$ cat src/rtl/adder_pkg.sv
// Shared definitions for the 4-bit adder result accumulator: FSM state
// encoding, the beat width and a helper that packs one adder result.
package adder_pkg;

  // Accumulator control states.
  typedef enum logic [1:0] {
    IDLE  = 2'b00,
    ACCUM = 2'b01,
    DONE  = 2'b10
  } state_t;

  // One beat is the adder carry-out plus its 4 sum bits.
  localparam int SUM_W = 5;

  // Packs an adder result into a single unsigned beat value (0..31).
  function automatic logic [SUM_W-1:0] pack_beat(input logic carry, input logic [3:0] sum);
    return {carry, sum};
  endfunction

endpackage

$ cat src/rtl/adder_sum_accum.sv
// Multi-beat accumulator for the 4-bit ripple adder. Each accepted beat adds
// {carry,sum} into a running total; after BEATS beats the total and a sticky
// overflow flag are offered on a valid/ready result port.
module adder_sum_accum
  import adder_pkg::*;
#(
  parameter int ACC_W = 12,
  parameter int BEATS = 8
) (
  input  logic             clk,
  input  logic             rst_n,
  input  logic             start,
  input  logic             in_valid,
  output logic             in_ready,
  input  logic [3:0]       in_sum,
  input  logic             in_carry,
  output logic             out_valid,
  input  logic             out_ready,
  output logic [ACC_W-1:0] out_acc,
  output logic             out_ovf,
  output logic             busy
);

  localparam int CNT_W = $clog2(BEATS + 1);
  localparam logic [CNT_W-1:0] LAST_BEAT = CNT_W'(BEATS - 1);

  state_t             state_r;
  state_t             state_next_s;
  logic [ACC_W-1:0]   acc_r;
  logic               ovf_r;
  logic [CNT_W-1:0]   cnt_r;
  logic               beat_s;
  logic               start_s;
  logic               last_beat_s;
  logic [ACC_W:0]     sum_wide_s;

  // A beat is only taken while ACCUM is advertising in_ready.
  assign beat_s      = (state_r == ACCUM) && in_valid;
  assign start_s     = (state_r == IDLE) && start;
  assign last_beat_s = beat_s && (cnt_r == LAST_BEAT);

  // One extra bit on the adder exposes the wrap past 2^ACC_W-1.
  assign sum_wide_s = {1'b0, acc_r}
                    + {{(ACC_W + 1 - SUM_W){1'b0}}, pack_beat(in_carry, in_sum)};

  // State register.
  always_ff @(posedge clk or negedge rst_n) begin
    if (!rst_n) begin
      state_r <= IDLE;
    end else begin
      state_r <= state_next_s;
    end
  end

  // Next-state decode: start only counts in IDLE, result leaves on handshake.
  always_comb begin
    state_next_s = state_r;
    case (state_r)
      IDLE: begin
        if (start) begin
          state_next_s = ACCUM;
        end else begin
          state_next_s = IDLE;
        end
      end
      ACCUM: begin
        if (last_beat_s) begin
          state_next_s = DONE;
        end else begin
          state_next_s = ACCUM;
        end
      end
      DONE: begin
        if (out_ready) begin
          state_next_s = IDLE;
        end else begin
          state_next_s = DONE;
        end
      end
      default: begin
        state_next_s = IDLE;
      end
    endcase
  end

  // Datapath: clear on an honoured start, accumulate on each beat, else hold
  // so the result stays readable after the handshake until the next run.
  always_ff @(posedge clk or negedge rst_n) begin
    if (!rst_n) begin
      acc_r <= {ACC_W{1'b0}};
      ovf_r <= 1'b0;
      cnt_r <= {CNT_W{1'b0}};
    end else if (start_s) begin
      acc_r <= {ACC_W{1'b0}};
      ovf_r <= 1'b0;
      cnt_r <= {CNT_W{1'b0}};
    end else if (beat_s) begin
      acc_r <= sum_wide_s[ACC_W-1:0];
      ovf_r <= ovf_r | sum_wide_s[ACC_W];
      cnt_r <= cnt_r + CNT_W'(1);
    end else begin
      acc_r <= acc_r;
      ovf_r <= ovf_r;
      cnt_r <= cnt_r;
    end
  end

  // Port decode straight from registered state and datapath.
  assign in_ready  = (state_r == ACCUM);
  assign out_valid = (state_r == DONE);
  assign busy      = (state_r != IDLE);
  assign out_acc   = acc_r;
  assign out_ovf   = ovf_r;

endmodule

$ cat config.mk
export PLATFORM = sky130hd
export DESIGN_NAME = adder_sum_accum
export DESIGN_NICKNAME = d
export VERILOG_FILES = /design/src/rtl/adder_pkg.sv /design/src/rtl/adder_sum_accum.sv
export SDC_FILE = /design/constraint.sdc
export NUM_CORES = 1
export LEC_CHECK = 0
export ABC_AREA = 1
export BUFFER_PORTS_ARGS = -buffer_cell sky130_fd_sc_hd__buf_4
export CORE_MARGIN = 1
export CORE_UTILIZATION = 45
export CTS_CLUSTER_DIAMETER = 120
export DETAILED_ROUTE_END_ITERATION = 16
export GPL_TIMING_DRIVEN = 0
export PLACE_DENSITY = 0.68
export SYNTH_ARGS = -nofsm -noshare
export SYNTH_HDL_FRONTEND = slang
export SYNTH_SLANG_ARGS = --single-unit
$ cat constraint.sdc
create_clock -name clk -period 1.51 [get_ports clk]
set_input_delay 0.151 -clock clk [delete_from_list [all_inputs] [get_ports clk]]
set_output_delay 0.151 -clock clk [all_outputs]
set_load 0.01 [all_outputs]
## Word-level counts from Yosys, hierarchy flattened

Cells that the tools add are included.

- Flip-flop bits (word level): 19
- Bits in latches: 0
- Bits in writable memories: 0
- ROM bits: 0
- Output and inout bits: 16
- Word-level logic and storage cells: 26
- Memories kept: 0

- Add/subtract/negate cells: 2
- $mul: 0
- Divide/modulo/power cells: 0
- $lt $le $gt $ge: 0
- Equality and inequality tests: 3
- Shifts and indexed selects: 0
- Muxes and demuxes: 10
- Bitwise operators: 1
- Reductions and logical operators: 6

Operator list:

| kind | number |
|---|---|
| 2-to-1 mux 12 bit | 2 |
| adder 12 x 5 -> 13 bit | 1 |
| 2-to-1 mux 4 bit | 2 |
| case mux 2 bit (3 select lines) | 1 |
| adder 4 x 1 -> 4 bit, second input constant | 1 |
| equality test 4 x 3 -> 1 bit, second input constant | 1 |
| 2-to-1 mux 2 bit | 2 |
| nonzero test 2 bit | 2 |
| logical AND 1 bit | 3 |
| 2-to-1 mux 1 bit | 3 |
| equality test 2 x 1 -> 1 bit, second input constant | 1 |
| equality test 2 bit, second input constant | 1 |
| zero test 2 bit | 1 |
| OR 1 bit | 1 |

## Longest topological paths before layout

Gate-level depths: netlist of the first run.

- Depth in word-level cells: 5
- Gate-level depth with buffers: 10

## Worst setup path after synthesis of the first run

OpenSTA, ideal clock, no wires.

- Path kind: reg-to-reg
- From: register acc_r[0], in the netlist out_acc[0]
- To: register acc_r[8], in the netlist out_acc[8]
- Library setup time: 71 ps
- Arrival time: 1467 ps
- Slack: -29 ps
- Stages on the path, launching flop included: 11
- Clock period less this slack: 1539 ps
- Cell sequence: dfrtp_1 > ha_1 > inv_1 > fa_1 > inv_1 > nand2_1 > nand3_2 > nand3_2 > nand2_1 > inv_1 > nor2_1

- Longest elaborated chain between the ends: 3

Ends and longest elaborated chain:

| what | line | RTL |
|---|---|---|
| start, declared | adder_sum_accum.sv:29 | `logic [ACC_W-1:0] acc_r;` |
| start signal, assigned | adder_sum_accum.sv:90 | `acc_r <= {ACC_W{1'b0}};` |
| start signal, assigned | adder_sum_accum.sv:94 | `acc_r <= {ACC_W{1'b0}};` |
| start signal, assigned | adder_sum_accum.sv:98 | `acc_r <= sum_wide_s[ACC_W-1:0];` |
| adder 12 x 5 -> 13 bit | adder_sum_accum.sv:44 | `+ {{(ACC_W + 1 - SUM_W){1'b0}}, pack_beat(in_carry, in_sum)};` |
| 2-to-1 mux 12 bit | adder_sum_accum.sv:97 | `end else if (beat_s) begin` |
| 2-to-1 mux 12 bit | adder_sum_accum.sv:93 | `end else if (start_s) begin` |

No other way between the ends. The select of a mux whose other input is x is not followed.
A chain may end at the register's enable or synchronous reset.

## Final worst setup path of the first run

Ends and elaborated chain as after synthesis.

==> results.py, run 1 <==
metrics = {
    "global_routing": {
        "first_global_vias": 1039,
        "grt_util_all_layers_pct": 22.9,
        "grt_util_met1_pct": 28.6,
        "grt.busiest_layer": "met2",
        "gr-usage-met3_pct": 2.54,
        "grt_max_degree": 20,
        "met2_usage_pct": 40.8,
        "grt_overflow": 0,
        "antenna_found_initial": 0,
        "grt_pass1_wl_um": 4660,
    },
    "route": {
        "routed_wl_um": 2920,
        "drc": 0,
        "viasPerCell": 5.22,
        "ant_nets": 0,
        "drt-pass1-iter-count": 4,
        "avgRoutedWirePerCell_um": 13.1,
        "vias": 1163,
        "initialDrtViolationCount": 35,
    },
    "clock_tree": {
        "cts_buffer_depth": 2,
        "cts.sink_count": 19,
        "numCtsBuffers": 3,
        "clkTransAtPathRegs_ns": 0.11,
        "clk_latency_ns": 0.30,
        "cts_tree": "done",
        "cts_root_buf": "clkbuf_4",
        "htreeDepth": 1,
    },
    "timing": {
        "fmaxAchievable_ghz": 0.640,
        "rsz0062_at_grt": "yes",
        "relSlewSlack_pct": 76.5,
        "setup_viol": 6,
        "finalHoldViolCount": 0,
        "post-route-period-util_pct": 103,
        "report.final.slew_viol_count": 0,
        "skew_ns": 0.00468,
        "fin_crit_ns": 1.56,
        "fin_ws_ns": -0.0521,
        "worst_pin_slew_ns": 0.349,
    },
    "final_layout": {
        "nets": 211,
        "n_antenna_cell": 0,
        "final_cell_mix": "nand2_1, buf_4, inv_1, dfrtp_1, nor2_1",
        "ff_latch_area_sq_um": 475,
        "drive_gt1_share_pct": 31.6,
        "final_util_pct": 63.0,
        "final_common_cell": "nand2_1",
        "syn2layout_area_growth_pct": 31.5,
        "multi_input_area_sq_um": 679,
        "num-fill-cells": 216,
    },
    "run_status": {
        "violations": "setup timing",
        "status": "finished with violations",
    },
    "worst_setup_path": {
        "cp_data_required_time_ns": 1.75,
        "crit_chain": "ha_2, inv_2, fa_2, inv_2, nand2_2, nand3_4, nand3_2, nand2_1, inv_1, nor2_1",
        "crit_arrival_ns": 1.80,
        "critical_path_buf_inv_count": 3,
        "path_delay_family": "adder cells",
        "slowest_stage": "dfrtp_1",
        "cp_max_fo": 7,
        "path_class": "flop to flop",
        "endpoint_kind": "flop",
        "cpMostUsedCell": "inv_2",
        "max_stage_delay_ns": 0.39,
        "start_kind": "flop",
    },
    "synth": {
        "synth-adder-area-share_pct": 7.94,
        "synth_area_per_cell_sq_um": 7.63,
        "syn-num-nets": 174,
        "synth_top_family_by_area": "simple AND/OR/NAND/NOR gates",
        "synth_mux_area_share_pct": 0,
        "yosysUniqueCellTypes": 24,
        "yosys.area_share.simple_pct": 34.9,
        "syn-cell-area_sq_um": 1200,
        "yosysSeqAreaShare_pct": 39.7,
        "synthXorXnorAreaFrac_pct": 0.731,
        "ys_seq_elements": 19,
        "syn_inst": 157,
        "ys_warn_count": 0,
        "synth-compound-area-share_pct": 7.31,
    },
    "job": {
        "cap_violations": 0,
    },
    "pwr": {
        "power_mw": 2.55,
        "ir_drop_mv": 1.13,
        "cellPowerDensity_nw_per_um2": 1620,
        "p_leak_nw": 0.836,
    },
    "placed_design": {
        "place_hpwl_um": 2000,
        "port_buffers": 25,
        "dp_slack_ns": -0.0627,
        "routabilityCongestion": 0.872,
    },
    "floorplan": {
        "rows": 18,
        "die_area_sq_um": 2870,
        "die_w_um": 53.6,
        "ios": 26,
        "die_h_um": 53.6,
        "core-area_sq_um": 2500,
        "start_util_pct": 47.9,
    },
    "worst_hold_path": {
        "hold_class": "primary input to flop",
    },
}
-- report_power, final --
group	internal (mW)	switching [mW]	total, mW
sequential	0.681	0.190	0.870
combinational	0.663	0.751	1.41
clock	0.103	0.160	0.263
total	1.45	1.10	2.55
-- worst register-to-register path: cells and delay by family (launching register included) --
family	cells	cell delay [ns]
DFF	1	0.39
buffers and inverters	3	0.16
adders and majority gates	2	0.58
and+or+nand+nor	5	0.37
-- cell usage after synthesis --
library cell | n | share of area [%]
a21oi_1 | 7 | 2.9
a31oi_1 | 1 | 0.52
buf_6 | 2 | 1.9
dfrtp_1 | 19 | 40
fa_1 | 1 | 1.7
ha_1 | 6 | 6.3
inv_1 | 21 | 6.6
inv_2 | 3 | 0.94
nand2_1 | 40 | 13
nand2_2 | 1 | 0.52
nand2b_1 | 1 | 0.52
nand3_1 | 11 | 4.6
nand3_2 | 3 | 2.5
nand3_4 | 2 | 2.9
nand4_1 | 3 | 1.6
nor2_1 | 18 | 5.6
nor2_2 | 1 | 0.52
nor3_1 | 4 | 1.7
nor3_2 | 1 | 0.84
nor4_1 | 1 | 0.52
o21ai_0 | 8 | 3.3
o22ai_1 | 1 | 0.52
or2_2 | 1 | 0.52
xor2_1 | 1 | 0.73
-- final cells by class --
type	instances	area share (%)
Multi-Input combinational cell	112	43.2
Buffer	2	1.43
Timing Repair Buffer	32	15.4
Tap cell	30	2.38
Inverter	24	5.72
Clock buffer	4	1.67
Sequential cell	19	30.2
-- per-stage QoR --
stage	instances	setup TNS (ns)	cell area (sq um)	hold slack, ns
2_1_floorplan	157	0	1200	-0.145
3_3_place_gp	212	-0.120	1430	0.0422
3_5_place_dp	212	-0.212	1430	0.0429
4_1_cts	218	-0.00518	1520	0.208
5_1_grt	223	-0.695	1570	0.223
6_report	223	-0.144	1570	0.210
-- logic make-up after synthesis --
family / Yosys count
AND/OR/NAND/NOR: 87
adder cells (fa/ha/maj): 7
XOR/XNOR: 1
AO/OA/AOI/OAI: 17
buffers and inverters: 26
flip-flops: 19
-- what timing repair did --
item / in CTS / in global routing
resized for setup: 11 / 2
setup buffers: 1 / 5
hold endpoints to repair: 19 / 0
hold buffers: 1 / 0
endpoints found under the setup margin: 7 / 10
pin swaps: 1 / 1
-- flip-flops by register name, indices dropped and copies added (netlist names) --
signal   flops
out_ovf      1
out_acc     12
cnt_r        4
state_r      2
-- final timing paths --
check                            from    endpoint  slack (ns)  cells past startpoint
hold reg to reg              cnt_r[3]    cnt_r[3]        0.48                      1
max in group asynchronous       rst_n  out_acc[5]        1.05                      2
hold / removal              in_sum[0]  out_acc[0]        0.21                      4
min in group asynchronous       rst_n    cnt_r[2]        0.25                      2
setup reg to reg           out_acc[0]  out_acc[8]       -0.05                     10
setup / recovery           out_acc[0]  out_acc[8]       -0.05                     10
-- layer usage --
metal  vias to the layer above  routed length [um]
met2                        24                1510
met5                         -                   0
met4                         0                  31
li1                        575                   -
met3                         5                  86
met1                       559                1300
Note: power is estimated with default switching activity, not from simulation.
==> inputs of run 2 (changes only) <==
Settings changed: ABC_AREA 1 to 0, BUFFER_PORTS_ARGS -buffer_cell sky130_fd_sc_hd__buf_4 to not set, DONT_BUFFER_PORTS set to 1, PLACE_DENSITY 0.68 to 0.59.
==> run 2 against run 1 <==
  * Clock-buffer cell count is 1 lower
  * First-iteration DRC count is 69% lower
  * Sequential power is 9.9% higher
  * Design area is 17% lower
  * Sequential share of layout area is 6.5 points higher
  * Total power is 6.2% lower
  * Global-route usage is 4.4 points lower
  * Setup slack worse by 0.26 ns
  * Routed wire length is 26% lower
  * The flow still finishes with violations (setup timing)
==> results.py, run 2 <==
metrics = {
    "worst_setup_path": {
        "max_stage_delay_ns": 0.44,
        "cp_max_fo": 4,
        "path_class": "flop to flop",
        "endpoint_kind": "flop",
        "crit_chain": "ha_4, inv_2, fa_2, nor2b_2, o31a_1, o211a_4, nand3_2, mux2i_1",
        "critical_path_buf_inv_count": 1,
        "slowest_stage": "dfrtp_2",
        "start_kind": "flop",
        "cp_data_required_time_ns": 1.71,
        "path_delay_family": "adder cells",
        "crit_arrival_ns": 2.03,
    },
    "clock_tree": {
        "numCtsBuffers": 3,
        "cts_root_buf": "clkbuf_4",
        "clk_latency_ns": 0.31,
        "clkTransAtPathRegs_ns": 0.12,
        "cts_tree": "done",
        "htreeDepth": 1,
        "cts.sink_count": 19,
        "cts_buffer_depth": 2,
    },
    "timing": {
        "fmaxAchievable_ghz": 0.547,
        "worst_pin_slew_ns": 0.882,
        "setup_viol": 10,
        "setup-tns-final_ns": -2.17,
        "finalHoldViolCount": 0,
        "post-route-period-util_pct": 121,
        "rsz0062_at_grt": "yes",
        "hold_ws_ns": 0.00890,
        "skew_ns": 0.00643,
        "fin_ws_ns": -0.317,
        "relSlewSlack_pct": 41.0,
        "fin_crit_ns": 1.83,
        "report.final.slew_viol_count": 0,
    },
    "route": {
        "avgRoutedWirePerCell_um": 15.4,
        "initialDrtViolationCount": 11,
        "drt-pass1-iter-count": 4,
        "ant_nets": 0,
        "routed_wl_um": 2180,
        "drc": 0,
        "vias": 787,
        "viasPerCell": 5.58,
    },
    "pwr": {
        "p_leak_nw": 0.581,
        "cellPowerDensity_nw_per_um2": 1830,
        "ir_drop_mv": 1.17,
    },
    "synth": {
        "ys_warn_count": 0,
        "yosysSeqAreaShare_pct": 44.7,
        "ys_seq_elements": 19,
        "yosysUniqueCellTypes": 38,
        "ys.flop_type": "dfrtp_1",
        "synth_area_per_cell_sq_um": 10.4,
        "yosys.area.top_type": "dfrtp_1",
        "synth_edf_count": 0,
        "synth_most_common_cell": "dfrtp_1",
        "syn_inst": 102,
        "synthTopCellsByArea": "dfrtp_1, ha_1, xor2_1",
        "synth_common_cells": "dfrtp_1, nand2_1, nor2_1",
        "syn-cell-area_sq_um": 1060,
        "synth_top_area_share_pct": 44.7,
        "async_reset_ff_share_pct": 100,
        "syn-num-nets": 119,
    },
    "final_layout": {
        "drive_gt1_share_pct": 33.6,
        "nets": 131,
        "final_common_cell": "dfrtp_1",
        "n_antenna_cell": 0,
        "final_cell_mix": "dfrtp_1, nand2_1, nor2_1",
        "largest_reg_flops": 12,
        "syn2layout_area_growth_pct": 22.9,
    },
    "floorplan": {
        "die_w_um": 50.6,
        "start_util_pct": 48.1,
        "die_area_sq_um": 2560,
        "ios": 26,
        "die_h_um": 50.6,
        "core-area_sq_um": 2210,
        "rows": 17,
    },
    "placed_design": {
        "routabilityCongestion": 0.763,
        "place_hpwl_um": 1470,
        "port_buffers": 0,
    },
    "global_routing": {
        "grt_pass1_wl_um": 3460,
        "grt_util_all_layers_pct": 18.4,
        "grt_max_degree": 20,
        "antenna_found_initial": 0,
        "grt_overflow": 0,
        "first_global_vias": 770,
    },
    "worst_hold_path": {
        "hold_class": "primary input to flop",
    },
    "run_status": {
        "violations": "setup timing",
        "status": "finished with violations",
    },
    "job": {
        "cap_violations": 0,
    },
}
-- run 2: changes by cell type after synthesis, moves of 3 or more --
cell,change
nor3_1,-4
inv_2,-3
xor2_1,+3
nor2_1,-10
inv_1,-15
a21oi_1,-5
a22o_1,+3
o211ai_1,+3
nand3_2,-3
nand2_1,-31
nand3_1,-7
-- run 2: cells by family (layout without fill, tap and decap cells) --
family,count (synthesis),count (layout),share of synthesized area [%]
muxes,2,2,1.88
DFF,19,19,44.7
and+or+nand+nor,32,32,15.6
buffers and inverters,8,19,3.52
adders and majority gates,7,7,8.93
xor gates and xnor gates,5,5,4.11
AOI/OAI and AO/OA,29,29,21.3
-- run 2: through the flow --
stage / instance area (sq um) / utilization [%] / power [mW] / cells / worst slack (ns)
detailed placement: 1100 / 49.9 / 1.80 / 130 / -0.433
CTS: 1280 / 57.9 / 2.31 / 141 / -0.334
global placement: 1100 / 49.9 / 1.78 / 130 / -0.425
finish: 1310 / 59.2 / 2.39 / 141 / -0.317
global route: 1310 / 59.2 / 2.57 / 141 / -0.397
floorplan: 1070 / - / 1.62 / 102 / -0.279
-- run 2: cell type report --
type,count,area [sq um]
inverter,6,22.5
buffer,1,11.3
clock buffer,3,22.5
multi-input combinational,75,654
timing repair buffer,8,77.6
sequential,19,480
clock inverter,1,5.00
fill,190,903
tap,28,35.0
-- run 2: path summary, 6_finish.rpt --
check / depth (start not counted) / startpoint / to / slack [ns]
worst min-delay path: 2 / out_ready / state_r[1] / 0.009
worst min register to register: 1 / cnt_r[0] / cnt_r[0] / 0.53
max in group asynchronous: 1 / rst_n / out_acc[0] / 0.51
min in group asynchronous: 1 / rst_n / out_acc[7] / 0.40
worst max-delay path: 8 / out_acc[0] / out_acc[8] / -0.32
worst max register to register: 8 / out_acc[0] / out_acc[8] / -0.32
-- run 2: where the power goes --
part           internal [mW]  total [mW]  switching [mW]
Combinational          0.594        1.16           0.570
Sequential             0.688       0.956           0.268
Clock                 0.0989       0.270           0.171
-- run 2: routing by layer --
metal	up-vias	track usage, %	share of wire, %	routed length, um
met5	-	0	0	0
met4	0	6.94	0.78	17
met3	2	4.55	6.3	137
met2	22	29.8	50	1080
met1	375	23.7	43	943
li1	388	-	-	-
-- run 2: worst reg2reg max path, cell delays in order, from the launching register on --
cell,delay (ns)
dfrtp_2,0.44
ha_4,0.16
inv_2,0.03
fa_2,0.35
nor2b_2,0.15
o31a_1,0.18
o211a_4,0.20
nand3_2,0.08
mux2i_1,0.13
-- run 2: what timing repair did --
action | CTS | global route
setup buffers | 7 | 2
hold buffers | 1 | 0
endpoints found under the setup margin | 15 | 16
pin swaps | 7 | 12
endpoints found under the hold margin | 19 | 0
resized for setup | 16 | 11
gates cloned | 0 | 0
